===== config.mk =====
export PLATFORM = sky130hd
export DESIGN_NAME = sort_stream_adapter
export DESIGN_NICKNAME = d
export VERILOG_FILES = /design/src/rtl/sort_stream_adapter_pkg.sv /design/src/rtl/sort_stream_adapter.sv
export SDC_FILE = /design/constraint.sdc
export NUM_CORES = 1
export LEC_CHECK = 0
export ABC_AREA = 0
export CORE_ASPECT_RATIO = 0.9
export CORE_MARGIN = 2
export CORE_UTILIZATION = 45
export CTS_CLUSTER_SIZE = 16
export DETAILED_ROUTE_END_ITERATION = 16
export PLACE_DENSITY = 0.78
export SLEW_MARGIN = 20
export SYNTH_ARGS = -nofsm -noshare
export SYNTH_HDL_FRONTEND = slang
export SYNTH_SLANG_ARGS = --single-unit
export TNS_END_PERCENT = 100

===== constraint.sdc =====
create_clock -name clk -period 6.27 [get_ports clk]
set_clock_uncertainty 0.05 [all_clocks]
set_input_delay 1.254 -clock clk [delete_from_list [all_inputs] [get_ports clk]]
set_output_delay 1.254 -clock clk [all_outputs]
set_load 0.03 [all_outputs]

===== src/rtl/sort_stream_adapter_pkg.sv =====
// Shared types for the sorter stream adapter: FSM state encoding and
// the width of the per-frame word counter.
package sort_stream_adapter_pkg;

    typedef enum logic [1:0] {
        ST_LOAD  = 2'd0,
        ST_SORT  = 2'd1,
        ST_DRAIN = 2'd2
    } state_t;

    // The counter must be able to hold MAX_LENGTH itself, not just MAX_LENGTH-1.
    function automatic int count_width(input int max_length);
        return $clog2(max_length + 1);
    endfunction

endpackage


===== src/rtl/sort_stream_adapter.sv =====
// Valid/ready front and back end for the parallel sorter: packs a word frame
// into the sorter bus, strobes the sorter once, then streams the result out.
module sort_stream_adapter
    import sort_stream_adapter_pkg::*;
#(
    parameter int DATA_WIDTH = 8,
    parameter int MAX_LENGTH = 16
) (
    input  logic                             clk,
    input  logic                             rst,
    input  logic                             s_valid,
    output logic                             s_ready,
    input  logic [DATA_WIDTH-1:0]            s_data,
    input  logic                             s_last,
    output logic [MAX_LENGTH*DATA_WIDTH-1:0] sort_in,
    output logic                             sort_enable,
    input  logic [MAX_LENGTH*DATA_WIDTH-1:0] sort_out,
    output logic                             m_valid,
    input  logic                             m_ready,
    output logic [DATA_WIDTH-1:0]            m_data,
    output logic                             m_last,
    output logic                             busy
);

    // Handshake rule for both streams: a word moves on a rising edge where
    // valid && ready; the source holds data/last stable while valid && !ready.

    localparam int CW = count_width(MAX_LENGTH);

    state_t        state;
    logic [CW-1:0] count;
    logic [CW-1:0] idx;

    always_ff @(posedge clk) begin
        if (rst) begin
            state       <= ST_LOAD;
            count       <= '0;
            idx         <= '0;
            sort_in     <= '0;
            s_ready     <= 1'b1;
            sort_enable <= 1'b0;
            m_valid     <= 1'b0;
            busy        <= 1'b0;
        end else begin
            case (state)
                ST_LOAD: begin
                    if (s_valid && s_ready) begin
                        for (int k = 0; k < MAX_LENGTH; k++) begin
                            if (count == CW'(k)) begin
                                sort_in[k*DATA_WIDTH +: DATA_WIDTH] <= s_data;
                            end
                        end
                        count <= count + CW'(1);
                        // A full frame closes on its own; s_last on that word is redundant.
                        if (s_last || count == CW'(MAX_LENGTH - 1)) begin
                            state       <= ST_SORT;
                            s_ready     <= 1'b0;
                            sort_enable <= 1'b1;
                            busy        <= 1'b1;
                        end
                    end
                end
                ST_SORT: begin
                    state       <= ST_DRAIN;
                    sort_enable <= 1'b0;
                    m_valid     <= 1'b1;
                end
                ST_DRAIN: begin
                    if (m_valid && m_ready) begin
                        if (idx == count - CW'(1)) begin
                            // Clearing sort_in keeps unused slots at zero for the next frame.
                            state   <= ST_LOAD;
                            idx     <= '0;
                            count   <= '0;
                            sort_in <= '0;
                            m_valid <= 1'b0;
                            busy    <= 1'b0;
                            s_ready <= 1'b1;
                        end else begin
                            idx <= idx + CW'(1);
                        end
                    end
                end
                default: begin
                    state       <= ST_LOAD;
                    idx         <= '0;
                    count       <= '0;
                    sort_in     <= '0;
                    s_ready     <= 1'b1;
                    sort_enable <= 1'b0;
                    m_valid     <= 1'b0;
                    busy        <= 1'b0;
                end
            endcase
        end
    end

    // sort_out only matters while draining; elsewhere the outputs sit at zero.
    always_comb begin
        m_data = '0;
        m_last = 1'b0;
        if (m_valid) begin
            for (int k = 0; k < MAX_LENGTH; k++) begin
                if (idx == CW'(k)) begin
                    m_data = sort_out[k*DATA_WIDTH +: DATA_WIDTH];
                end
            end
            m_last = (idx == count - CW'(1));
        end
    end

endmodule

==> results.md, run 1 <==
* Status: finished clean
* Overall via count from detail_route at around 9,500
* Hold Path End: sort_in[127]$_SDFFE_PP0P_
* H-tree Lvls at 4
* First-pass GRT wire length at between 40 and 50 mm
* Dpl ws at 1.39 ns
* Comb pwr share at 19.0%
* Largest stage delay on the critical path at 0.95 ns
* Initial antenna violation count at 0
* All-layer global routing usage at 30.4%
* EDFF count, synth at 0
* Ys flop type: dfxtp_1
* Max-cap violations at 0
* Grt ovf at 0
* # port buffers at 281
* Io pins at 282
* Starting Density at 45.9%
* Cell area after layout at 0.0118 mm²
* Register area at 0.00288 mm²
* Crit-path most repeated cell: inv_1
* Number of buffers created by CTS at 17
* Fin. Hold Viols at 0
* Reg-to-reg slack, setup at 3.03 ns
* CTS tree: done
* Netlist cell types at 67
* Row count at 47
* FF-to-FF path depth at 7
* Critical Path RT at between 4 and 5 ns
* CORE AREA at between 0.015 and 0.02 mm²
* Die Ht at 134 µm
* Rel. slew slack at 29.5%
* Detailed Place HPWL at around 22 mm
* Syn nets at roughly 1,300
* YS warnings at 0
* Post-Synthesis Cells at 1,124
* Critical path type: reg -> out
* Worst-margin pin slew at 1.05 ns
* Layout fillers at between 1,500 and 2,000
* Cell internal pwr at 1.79 mW
* Vias/cell at 6.01
* Reg-to-Reg End: sort_in[109]$_SDFFE_PP0P_
* Most frequent cells in the layout: clkdlybuf4s50_1, a21oi_1, dfxtp_1
* DR DRC count at 0
* Multi-input gate area at 0.00501 mm²
* Post-Syn Area per Cell at 7.51 µm²
* Hold depth at 2
* Most common cell after layout, fill and taps aside: clkdlybuf4s50_1
* CP arrival at 4.10 ns
* Min-Delay Path Class: reg -> reg
* CP startpoint: idx[4]$_SDFFE_PP0P_
* CTS Root Cell: clkbuf_16
* Setup Viol. Count Final at 0
* Fin. max-slew vios at 0
* Ant. Diodes at 0
* RSZ-0062 raised after global routing: no
* Number of synthesized register bits at 144
* Worst path bufs/invs at 3
* CTS clk-pin slew, worst paths at 0.06 ns
* Final setup margin at ~0.87 ns
* 1st-pass router iterations at 5
* Post-DP Area at approximately 0.011 mm²
* Pwr Total at approximately 2.5 mW
* Peak VDD IR at 0.217 mV
* Worst Setup End Kind: output port
* Wire per inst at 19.9 µm
* Slowest cell on crit path: dfxtp_1
* Net Sw Frac at 28.9%
* Async SR Flop Fraction at 0%
* Final core utilization at between 60 and 70%
* Post-CTS sizing at 0
* Static Leak at 3.93 nW
* Later-pin clock latency in the skew report at approximately 0.42 ns
* DIE WIDTH at 148 µm
* Reg power frac at 39.2%
* Clk sink count at 144
* Sequence of cells on the critical path: inv_1, ha_1, inv_1, nor2_1, nor4_1, o211ai_1, o21ai_1, clkdlybuf4s50_1
* DRT antenna net count at 0
* Vias in the first global route at around 8,600
* Postcts setup bufs at 0
* Wirelength, routed at 31.6 mm
* CP startpoint kind: register
* Max Clk Rate at between 150 and 200 MHz
* NetSw at 0.729 mW
* Share of post-route cells with drive strength above 1 at between 5 and 6%
* Setup TNS Final at 0 ns
* Final worst path period need at 5.40 ns
* First DRT Iteration DRCs at 841
* Largest net degree at the start of global routing at 102
* Total Die Area at just under 0.02 mm²
* Reg2reg start: idx[4]$_SDFFE_PP0P_
* Synthesized area at 0.00844 mm²
* Sequential share of the synthesized area at approximately 34%
* Critical hold path startpoint: sort_in[127]$_SDFFE_PP0P_
* Max FO, Critical Path at 30
* Nets at between 1,000 and 1,500
* Cell Pwr Density at 214 mW/mm²
* Crit share post-route at 86.1%
* Max Root-Sink Buffers at 2
* Crit path max-delay family: buffers and inverters
* Area Overhead vs Synth at 39.6%
* CTS Hold Bufs at 0
* Clk pwr share at 41.9%
* Routability congestion estimate at about 0.98
[layout make-up]
cell class / instances / area share [%]
repair buffers: 294 / 24.7
clock inverters: 13 / 1.37
flip-flops and latches: 144 / 24.5
inverters: 22 / 0.700
clock buffers: 19 / 3.76
well taps: 245 / 2.60
multi-input cells: 848 / 42.5
[synthesized netlist by cell type (all sizes together), types with 3 or more instances]
cell	instances	share of area (%)
nor2	143	6.4
nor4bb	4	0.47
a22oi	4	0.36
and2	3	0.22
a211oi	7	0.62
xor2	6	0.62
and4bb	4	0.59
o32ai	10	1.0
o31ai	5	0.61
dfxtp	144	34
nand4bb	4	0.53
o311a	3	0.36
a31oi	16	2.3
o21a	3	0.27
nand4	6	0.44
nand3	9	0.53
inv	22	0.98
nor3b	5	0.44
nor3	13	0.83
xnor2	4	0.41
nor2b	14	1.0
clkbuf	67	3.0
a21oi	229	14
and4b	3	0.36
nand2b	28	2.1
o221ai	3	0.31
ha	11	1.6
a221oi	6	0.62
o22ai	12	0.89
buf	43	3.1
o21ai	60	3.6
a21o	4	0.36
and3	5	0.37
o2bb2ai	3	0.31
nand2	79	3.5
o211ai	100	9.0
nand3b	8	0.71
nor4	7	0.52
a21boi	3	0.27
[through the flow]
| stage | instances | hold slack [ns] |
|---|---|---|
| finish | 1585 | 0.418 |
| global route | 1585 | 0.426 |
| CTS | 1585 | 0.418 |
| detailed placement | 1553 | 0.406 |
| global placement | 1553 | 0.396 |
| floorplan | 1124 | 0.424 |
[registers in the layout, summed over array words and instances (netlist names)]
name         flops
sort_in        128
idx              5
s_ready          1
count            5
sort_enable      1
m_valid          1
busy             1
state            2
[kinds of logic (layout without fill, tap and decap cells)]
family                     after synthesis  count (layout)  synth area share (%)
buffers and inverters                  132             348                  7.02
AOI/OAI and AO/OA                      482             482                  36.1
adders and majority gates               11              11                  1.63
xor gates and xnor gates                10              10                  1.04
DFF                                    144             144                  34.1
and+or+nand+nor                        345             345                  20.1
[worst max path at each step]
stage           endpoint  slack, ns  cells after the start
5_1_grt        m_data[2]       0.61                      8
3_5_place_dp   m_data[2]       1.39                      8
3_3_place_gp   m_data[1]       1.50                      7
6_report       m_data[2]       0.87                      8
4_1_cts        m_data[2]       0.94                      8
2_1_floorplan  m_data[0]       2.43                      5
[power groups by stage]
stage	registers [mW]	clock network, mW	logic (mW)
floorplan	1.07	0	0.187
global placement	1.00	0	0.467
detailed placement	1.01	0	0.471
CTS	0.986	1.06	0.474
global route	0.991	1.09	0.509
finish	0.987	1.06	0.478
[routing by layer]
| metal | part of all wire [%] | GRT usage [%] | vias to the layer above |
|---|---|---|---|
| met5 | 0 | 0 | - |
| met4 | 2.3 | 9.10 | 0 |
| met3 | 8.6 | 6.36 | 50 |
| met2 | 45 | 46.5 | 421 |
| met1 | 44 | 43.3 | 4563 |
| li1 | - | - | 4498 |
[tightest hold or removal path: stages, from the launching register on]
cell and delay, ns:
dfxtp_1 0.31, nand2_1 0.05, o32ai_1 0.05
(Power assumes the default switching activity.)
==> run 2, diff against run 1 <==
CORE_MARGIN = 3   (was 2)
==> results.md, run 2 (synthesis results as in run 1) <==
* Setup TNS Final at 0 ns
* # port buffers at 281
* Die Ht at roughly 140 µm
* First DRT Iteration DRCs at 932
* Post-DP Area at roughly 0.011 mm²
* Met3 wire length at 3.00 mm
* Number of buffers created by CTS at 17
* Cell area after layout at 0.0118 mm²
* CTS Root Cell: clkbuf_16
* Grt ovf at 0
* Wire per inst at 19.7 µm
* Layout fillers at between 1,500 and 2,000
* CTS tree: done
* Nets at between 1,000 and 1,500
* All-layer global routing usage at 29.0%
* First-pass GRT wire length at between 40 and 50 mm
* WL met1 at ~13 mm
* Comb pwr share at 19.1%
* Net Sw Frac at 27.5%
* NetSw at 0.692 mW
* Cell Pwr Density at around 210 mW/mm²
* Overall via count from detail_route at 9,547
* Final worst path period need at ~5.5 ns
* Register area at 0.00288 mm²
* Max-cap violations at 0
* Vias/cell at around 6.1
* Postcts setup bufs at 0
* CP arrival at about 4.2 ns
* Min-Delay Path Class: reg -> reg
* Worst-margin pin slew at 0.957 ns
* Ant. Diodes at 0
* Clk sink count at roughly 140
* Multi-input gate area at 0.00501 mm²
* Largest register FFs at 128
* Crit share post-route at 87.5%
* 1st-pass router iterations at 6
* Rel. slew slack at 35.3%
* Detailed Place HPWL at 21.5 mm
* Max Clk Rate at between 150 and 200 MHz
* CTS clk-pin slew, worst paths at ~0.06 ns
* Cell internal pwr at 1.82 mW
* Initial antenna violation count at 0
* Row count at 46
* Largest register by flop count: sort_in
* Peak VDD IR at ~0.23 mV
* Max FO, Critical Path at 23
* Metal2 WL at ~15 mm
* Status: finished clean
* CTS Hold Bufs at 0
* Critical path type: reg -> out
* Worst Setup End Kind: output port
* H-tree Lvls at 4
* Fin. Hold Viols at 0
* Clk pwr share at 41.7%
* Reg power frac at 39.2%
* Largest net degree at the start of global routing at 105
* CP startpoint kind: register
* Critical Path RT at 4.97 ns
* Setup Viol. Count Final at 0
* CORE AREA at 0.0180 mm²
* Max Root-Sink Buffers at 2
* Static Leak at between 3 and 4 nW
* Biggest regs: sort_in: 128 flops, count: 5 flops, idx: 5 flops
* DR DRC count at 0
* Most frequent cells in the layout: clkdlybuf4s50_1, a21oi_1, dfxtp_1
* Io pins at around 280
* Starting Density at 46.9%
* Most common cell after layout, fill and taps aside: clkdlybuf4s50_1
* Share of post-route cells with drive strength above 1 at under 10%
* Total Die Area at 0.0204 mm²
* Highest routed layer: met4
* RSZ-0062 raised after global routing: no
* Vias in the first global route at 8,514
* Fin. max-slew vios at 0
* Routability congestion estimate at around 0.99
* Post-CTS sizing at 0
* DRT antenna net count at 0
* Wirelength, routed at 31.1 mm
* Later-pin clock latency in the skew report at 0.40 ns
* DIE WIDTH at around 150 µm
* Area Overhead vs Synth at 39.8%
==> run 2: cell count changes in the layout (fill, tap and decap cells not counted), sizes merged <==
cell	previous run	this run
clkinvlp	4	2
buf	14	12
clkinv	4	3
inv	24	22
clkbuf	19	24
==> run 2: layout make-up <==
class                   count  area share (%)
well taps                 240            2.54
flip-flops and latches    144            24.4
multi-input cells         848            42.4
inverters                  22           0.700
clock buffers              24            4.17
repair buffers            292            24.7
clock inverters             8            1.08
==> run 2: path summary, 6_finish.rpt <==
| path | cells past startpoint | start | slack, ns | endpoint |
|---|---|---|---|---|
| worst max-delay path | 10 | idx[0]$_SDFFE_PP0P_ | 0.78 | m_data[2] |
| worst min-delay path | 2 | sort_in[123]$_SDFFE_PP0P_ | 0.41 | sort_in[123]$_SDFFE_PP0P_ |
| worst max register to register | 7 | idx[4]$_SDFFE_PP0P_ | 3.43 | idx[1]$_SDFFE_PP0P_ |
| worst min register to register | 2 | sort_in[123]$_SDFFE_PP0P_ | 0.41 | sort_in[123]$_SDFFE_PP0P_ |
==> run 2: power groups by stage <==
| stage | Combinational, mW | Clock, mW | Sequential (mW) |
|---|---|---|---|
| finish | 0.480 | 1.05 | 0.987 |
| CTS | 0.475 | 1.06 | 0.986 |
| global placement | 0.468 | 0 | 1.00 |
| global route | 0.510 | 1.10 | 0.991 |
| detailed placement | 0.472 | 0 | 1.01 |
| floorplan | 0.187 | 0 | 1.07 |
==> run 2: metrics by stage <==
step                      total power, mW  std cells  hold slack, ns  setup slack (ns)  util [%]
after detailed placement             1.48       1545           0.403              1.31      61.8
final                                2.52       1578           0.409             0.784      65.5
after global placement               1.47       1545           0.399              1.47      61.8
after global routing                 2.60       1578           0.445             0.498      65.5
after CTS                            2.52       1577           0.411             0.873      65.3
after floorplan                      1.25       1124           0.424              2.43         -
==> run 2: critical path, stage by stage, from the launching register on <==
cell	delay (ns)
dfxtp_1	0.42
ha_1	0.77
inv_1	0.38
nor3_1	0.27
ha_1	0.52
inv_1	0.27
nor2_1	0.21
nor4_1	0.09
a21oi_1	0.12
o21ai_1	0.07
clkdlybuf4s50_1	0.63
==> run 2: routing by layer <==
layer | global-route usage [%] | up-vias
li1 | - | 4513
met5 | 0 | -
met4 | 6.55 | 0
met2 | 45.6 | 465
met1 | 40.7 | 4526
met3 | 6.63 | 43
